## src/rtl/gfx_vram_arb_pkg.sv

```systemverilog
// gfx_vram_arb_pkg
// Shared constants for the graphics VRAM read-port arbiter.
//   - Requester index constants (tile, sprite, bitmap/DMA).
//   - Default VRAM address and data widths.
//   - Round-robin pointer encoding and the saturation value of the
//     requester-2 wait counter.
package gfx_vram_arb_pkg;

  localparam int GFX_ADDR_W = 14;
  localparam int GFX_DATA_W = 16;

  localparam int REQ_TILE = 0;
  localparam int REQ_SPR  = 1;
  localparam int REQ_DMA  = 2;
  localparam int NUM_REQ  = 3;

  // Which of requesters 1/2 wins the next round-robin contest.
  typedef enum logic {
    RR_SPR = 1'b0,
    RR_DMA = 1'b1
  } rr_ptr_e;

  localparam logic [3:0] STARVE_MAX = 4'hF;

endpackage

```

## src/rtl/gfx_vram_arb.sv

```systemverilog
// gfx_vram_arb
// Three-way arbiter for the single VRAM read port, clocked by the pixel clock.
// Ports:
//   clk        pixel clock, the only clock
//   reset_n    synchronous active-low reset
//   req[2:0]   read requests: 0 tile fetch, 1 sprite fetch, 2 bitmap/DMA
//   lock1      lets requester 1 keep the port for back-to-back grants
//   addr0..2   per-requester word address
//   gnt[2:0]   one-hot-or-zero grant, combinational in the request cycle
//   rvalid     one-hot-or-zero read-data valid, one cycle after gnt
//   rdata      read data (straight copy of vdata)
//   vaddr      VRAM read address of the granted requester, 0 when idle
//   vdata      VRAM read data, valid one cycle after vaddr is sampled
//   starve_cnt requester-2 wait count (debug view of internal state)
//
// Handshake: a requester raises req[N] with a stable addrN and holds both
// until it sees gnt[N] high in a cycle; that cycle is the transfer. req[N]
// may stay high to request again immediately. Data for that grant appears
// with rvalid[N] exactly one cycle later. No back-pressure on the data side.
module gfx_vram_arb
  import gfx_vram_arb_pkg::*;
#(
  parameter int ADDR_W       = GFX_ADDR_W,
  parameter int DATA_W       = GFX_DATA_W,
  parameter int STARVE_LIMIT = 15
) (
  input  logic              clk,
  input  logic              reset_n,
  input  logic [2:0]        req,
  input  logic              lock1,
  input  logic [ADDR_W-1:0] addr0,
  input  logic [ADDR_W-1:0] addr1,
  input  logic [ADDR_W-1:0] addr2,
  output logic [2:0]        gnt,
  output logic [2:0]        rvalid,
  output logic [DATA_W-1:0] rdata,
  output logic [ADDR_W-1:0] vaddr,
  input  logic [DATA_W-1:0] vdata,
  output logic [3:0]        starve_cnt
);

  // A limit above the counter's saturation value means requester 2 is
  // never promoted.
  localparam logic [31:0] STARVE_LIM_U = STARVE_LIMIT;

  rr_ptr_e     rr_ptr;
  logic        lock_q;
  logic [3:0]  starve_q;
  logic [2:0]  gnt_q;

  logic [2:0]  gnt_c;
  logic        rr_tier;
  logic        promote;
  logic        lock_win;

  // Grant decode and address mux.
  always_comb begin
    gnt_c    = '0;
    rr_tier  = 1'b0;
    vaddr    = '0;
    promote  = req[REQ_DMA] && ({28'd0, starve_q} >= STARVE_LIM_U);
    // lock1 dropping ends the lock in that same cycle, so it must be high
    // now as well as having been high at the locking grant.
    lock_win = lock_q && req[REQ_SPR] && lock1;

    if (reset_n) begin
      if (promote) begin
        gnt_c[REQ_DMA] = 1'b1;
      end else if (lock_win) begin
        gnt_c[REQ_SPR] = 1'b1;
      end else if (req[REQ_TILE]) begin
        gnt_c[REQ_TILE] = 1'b1;
      end else if (req[REQ_SPR] && req[REQ_DMA]) begin
        rr_tier = 1'b1;
        if (rr_ptr == RR_SPR) gnt_c[REQ_SPR] = 1'b1;
        else                  gnt_c[REQ_DMA] = 1'b1;
      end else if (req[REQ_SPR]) begin
        rr_tier        = 1'b1;
        gnt_c[REQ_SPR] = 1'b1;
      end else if (req[REQ_DMA]) begin
        rr_tier        = 1'b1;
        gnt_c[REQ_DMA] = 1'b1;
      end
    end

    if (gnt_c[REQ_TILE])     vaddr = addr0;
    else if (gnt_c[REQ_SPR]) vaddr = addr1;
    else if (gnt_c[REQ_DMA]) vaddr = addr2;
  end

  // Pointer, lock, starvation counter and registered grant.
  always_ff @(posedge clk) begin
    if (!reset_n) begin
      rr_ptr   <= RR_SPR;
      lock_q   <= 1'b0;
      starve_q <= '0;
      gnt_q    <= '0;
    end else begin
      gnt_q <= gnt_c;

      // After a round-robin win the other requester is favoured; with both
      // contending this is a toggle, with one alone it is a no-op or a toggle.
      if (rr_tier) begin
        rr_ptr <= gnt_c[REQ_SPR] ? RR_DMA : RR_SPR;
      end

      if (gnt_c[REQ_SPR] && lock1)      lock_q <= 1'b1;
      else if (!req[REQ_SPR] || !lock1) lock_q <= 1'b0;

      if (gnt_c[REQ_DMA] || !req[REQ_DMA]) starve_q <= '0;
      else if (starve_q != STARVE_MAX)     starve_q <= starve_q + 4'd1;
    end
  end

  assign gnt        = gnt_c;
  assign rvalid     = gnt_q;
  assign rdata      = vdata;
  assign starve_cnt = starve_q;

endmodule
```

## config.mk

```make
export PLATFORM = sky130hd
export DESIGN_NAME = gfx_vram_arb
export DESIGN_NICKNAME = d
export VERILOG_FILES = /design/src/rtl/gfx_vram_arb_pkg.sv /design/src/rtl/gfx_vram_arb.sv
export SDC_FILE = /design/constraint.sdc
export NUM_CORES = 1
export LEC_CHECK = 0
export BUFFER_PORTS_ARGS = -buffer_cell sky130_fd_sc_hd__clkbuf_2
export CAP_MARGIN = 20
export CORE_MARGIN = 2
export CORE_UTILIZATION = 38
export DETAILED_ROUTE_END_ITERATION = 6
export PLACE_DENSITY = 0.93
export SYNTH_ARGS = -nofsm -noshare
export SYNTH_HDL_FRONTEND = slang
export SYNTH_SLANG_ARGS = --single-unit
export TNS_END_PERCENT = 10
```

## constraint.sdc

```tcl
create_clock -name clk -period 2.88 [get_ports clk]
set_input_delay 0.144 -clock clk [delete_from_list [all_inputs] [get_ports clk]]
set_output_delay 0.144 -clock clk [all_outputs]
set_load 0.1 [all_outputs]
```

# After elaboration in Yosys (flattened, before gate mapping)

Index checks and enable logic that the tools add are counted.

Register bits: 9
Logic and storage cells: 46
Output and inout bits: 40

Add/sub/neg operators: 1
Reductions and logical operators: 12
Muxes and demuxes: 26
Equal/unequal tests: 1
Order comparisons: 1
Bitwise gates (word level): 1

Operator list:

| kind                                                           | count |
|---|---|
| 14-bit 2-to-1 mux                                              | 3 |
| 1-bit 2-to-1 mux                                               | 19 |
| 2-bit 2-to-1 mux                                               | 3 |
| 1-bit logical AND                                              | 5 |
| 4-bit by 1-bit adder with 4-bit output (second input constant) | 1 |
| 4-bit greater-or-equal comparator (second input constant)      | 1 |
| 4-bit != test (second input constant)                          | 1 |
| 1-bit logical NOT                                              | 3 |
| 3-bit 2-to-1 mux                                               | 1 |
| 1-bit logical OR                                               | 2 |
| 2-bit nonzero test                                             | 1 |
| 2-bit OR reduction                                             | 1 |
| 1-bit inverter                                                 | 1 |

# Longest topological paths before layout

Depth in word-level cells: 10
Gate-level depth with buffers: 6
Gate-level depth less buffers: 5

# Worst setup path before layout

Ideal clock, no wire load.

Path kind: register to output
Start: register starve_q[0] (netlist: starve_cnt[0])
End: output port gnt[2]
Cell stages (with the launch flop): 6
Data required time: 2,736 ps
Arrival: 3,112 ps
Slack: -376 ps
Path through: dfxtp_1 -> ha_1 -> and3_1 -> a211oi_4 -> buf_2 -> nor2_1

Cells in the longest elaborated chain, start to end: 4

Ends and longest elaborated chain:

| item                              | line                | source |
|---|---|---|
| from (decl)                       | gfx_vram_arb.sv:48  | `logic [3:0] starve_q;` |
| from (signal assigned)            | gfx_vram_arb.sv:111 | `else if (starve_q != STARVE_MAX) starve_q <= starve_q + 4'd1;` |
| 4-bit greater-or-equal comparator | gfx_vram_arb.sv:61  | `promote = req[REQ_DMA] && ({28'd0, starve_q} >= STARVE_LIM_U);` |
| 1-bit logical AND                 | gfx_vram_arb.sv:61  |  |
| 1-bit 2-to-1 mux                  | gfx_vram_arb.sv:67  | `if (promote) begin` |
| 3-bit 2-to-1 mux                  | gfx_vram_arb.sv:66  | `if (reset_n) begin` |
| to (decl)                         | gfx_vram_arb.sv:34  | `output logic [2:0] gnt,` |

No other way between the ends.

# Final worst setup path

Start: register starve_q[0] (netlist: starve_cnt[0])
End: output port vaddr[7]

Cells in the longest elaborated chain, start to end: 7

Ends and longest elaborated chain:

| item                                | line               | source |
|---|---|---|
| 4-bit greater-or-equal comparator * | gfx_vram_arb.sv:61 |  |
| 1-bit logical AND *                 | gfx_vram_arb.sv:61 |  |
| 1-bit 2-to-1 mux                    | gfx_vram_arb.sv:67 |  |
| 3-bit 2-to-1 mux *                  | gfx_vram_arb.sv:66 |  |
| 14-bit 2-to-1 mux                   | gfx_vram_arb.sv:88 | `else if (gnt_c[REQ_DMA]) vaddr = addr2;` |
| 14-bit 2-to-1 mux                   | gfx_vram_arb.sv:87 | `else if (gnt_c[REQ_SPR]) vaddr = addr1;` |
| 14-bit 2-to-1 mux *                 | gfx_vram_arb.sv:86 | `if (gnt_c[REQ_TILE]) vaddr = addr0;` |
| to (decl)                           | gfx_vram_arb.sv:37 | `output logic [ADDR_W-1:0] vaddr,` |

Every way passes the cells marked *; elsewhere a longest branch is shown, timed or not.

==> metrics <==
sequential share of the synthesized area between 10% and 20%; CTS root buf clkbuf_4; CTS Sinks 9; Slew Limit Fails 0; final instance area 1250 um^2; Min-Delay Path Class input port to register; Post-Syn Area 1020 um^2; share of cells above drive strength 1 43.6%; Worst Setup SP starve_cnt[0]; critical path depth in cells 6; final hold vios 0; DR vias 1,158; Top FF cell, synth dfxtp_1; clock tree buffer depth 2; maximum vdd drop 285 uV; Worst slew margin between 50% and 60%; Critical Path Max Stage Delay 0.58 ns; post-CTS setup buffers 0; Worst Setup Start Kind register; most frequent cells in the layout 71 x clkbuf_2, 16 x nand4_1, 16 x nor3b_1; post-cts gate resize count 0; outcome finished clean; Arr. time, crit path 2.49 ns; vias in the first global route between 900 and 1,000; Remaining DRCs 0; Worst-Margin Slew about 0.72 ns; first-pass GRT wire length 4490 um; P&R area growth vs syn 22.9%; GRT Overall Usage 17.0%; Max-Cap Viols 0; overall die width between 50 and 60 um; fill cell count 257; antenna-violating nets left 0; Die Area 3110 um^2; Port Buffers 71; Syn Area/Cell 7.71 um^2; most common cell after layout, fill and taps aside clkbuf_2; top cells by area, synth dfxtp_1 18%, o22a_1 12%, buf_4 12%, nor3b_1 12%, nand4_1 9.8%; Starting Density roughly two fifths; Wirelength per Cell 13.4 um; Leakage 0.612 nW; worst r2r path cells 5; EDFF count, synth 0; CP required 2.74 ns; Post-CTS Hold Fix Bufs 0; Warnings, synthesis 0; total global routing overflow 0; Mapped Cells 132; skew final 0.00659 ns; synthesis-stage register bit count 9; most frequent CP cell nand4_1; R2R setup slack 0.82 ns; initial antenna violation count 0; Async SR Flop Fraction 0%; Final Routed Wirelength 2820 um; row cnt 18; Worst Hold Launch lock1; Synth top area share between 15 and 20%; CTS tree built; CTS Buf Count 3; Worst-path clk slew 0.06 ns; ant diodes 0; Core Box Area 2500 um^2; Hold WS 0.141 ns; Worst Path Buf+Inv 1; kind of critical path register to primary output; worst skew pair latency approximately 0.26 ns; crit path to vaddr[7]; reg-to-reg endpoint lock_q; Ports 104; 1st-pass router iterations 4; nets 247; DR vias/cell 5.49; GP Congestion 0.794; Final Setup Violations 0; largest area contributor in the netlist dfxtp_1; synth unique cells 28; Tmin final 2.64 ns; fmax between 0.3 and 0.4 GHz; initial detailed-routing violation count 69; RSZ-0062 raised after global routing false; DPL Wire Length 2020 um; Crit. End Element primary output; critical path peak fanout 16; DP Area 1220 um^2; Setup WS pre-CTS 0.584 ns; largest delay contributor family on the critical path simple AND/OR/NAND/NOR gates; pwr dens 416 nW/um^2; htree depth 1; fin crit share 91.6%; synthesized net count 197; RR Startpoint starve_cnt[0]; die height roughly 56 um; CP max-delay cell nand4_1; crit-path cells ha_1 -> nand4_1 -> nand4_1 -> o21ai_1 -> o22a_1 -> clkbuf_2; largest net degree at the start of global routing 31; Final Worst Setup Slack 0.243 ns
metal layers:
layer	part of all wire (%)	vias to the layer above	global-route usage (%)
li1	-	579	-
met2	45	56	27.6
met3	10	2	3.02
met1	44	521	23.3
met4	0.89	0	4.18
met5	0	-	0
sequential cells by signal, indices dropped and copies added, names as in the netlist:
| signal | cells |
|---|---|
| starve_cnt | 4 |
| rvalid | 3 |
| rr_ptr | 1 |
| lock_q | 1 |
report_power, final:
group | internal, W | leakage, nW | switching (W)
logic | 0.0000665 | 0.524 | 0.000223
registers | 0.000129 | 0.0735 | 0.00000329
clock network | 0.0000535 | 0.0150 | 0.0000454
total | 0.000249 | 0.612 | 0.000272
cell usage after synthesis, types with 4 or more instances:
| master | number |
|---|---|
| buf_4 | 16 |
| nand4_1 | 16 |
| nor3b_1 | 16 |
| o21ai_1 | 14 |
| o22a_1 | 14 |
| dfxtp_1 | 9 |
| nor2_1 | 7 |
| buf_2 | 4 |
| buf_6 | 4 |
worst min-delay path by stage:
stage	cells past startpoint	to	slack [ns]
final	2	lock_q	0.14
after global routing	2	lock_q	0.14
after CTS	2	lock_q	0.14
after detailed placement	0	rdata[0]	0.29
after global placement	0	rdata[0]	0.29
after floorplan	1	rr_ptr	0.26
cell families (layout without fill, tap and decap cells):
logic type      count (synthesis)  in the layout  synth area share, %
compound gates                 36             36                 25.7
xor+xnor                        2              2                 1.72
fa+ha+maj                       1              1                 1.23
buf+inv                        30             79                 20.4
flops                           9              9                 17.7
mux                             1              1                0.984
simple gates                   53             53                 32.2
metrics by stage:
| stage | TNS (ns) | utilization [%] | std cells | power [W] |
|---|---|---|---|---|
| global route | 0 | 50.0 | 211 | 0.000545 |
| finish | 0 | 50.0 | 211 | 0.000520 |
| floorplan | -0.797 | - | 132 | 0.000474 |
| detailed placement | 0 | 48.9 | 207 | 0.000424 |
| global placement | 0 | 48.9 | 207 | 0.000422 |
| CTS | 0 | 50.0 | 211 | 0.000523 |
layout make-up:
class	count	area, um^2	area share, %
multi-input cells	93	632	50.6
inverters	3	11.3	0.901
repair buffers	72	363	29.0
flip-flops and latches	9	180	14.4
clock buffers	4	26.3	2.10
well taps	30	37.5	3.00
(Power assumes the default switching activity.)
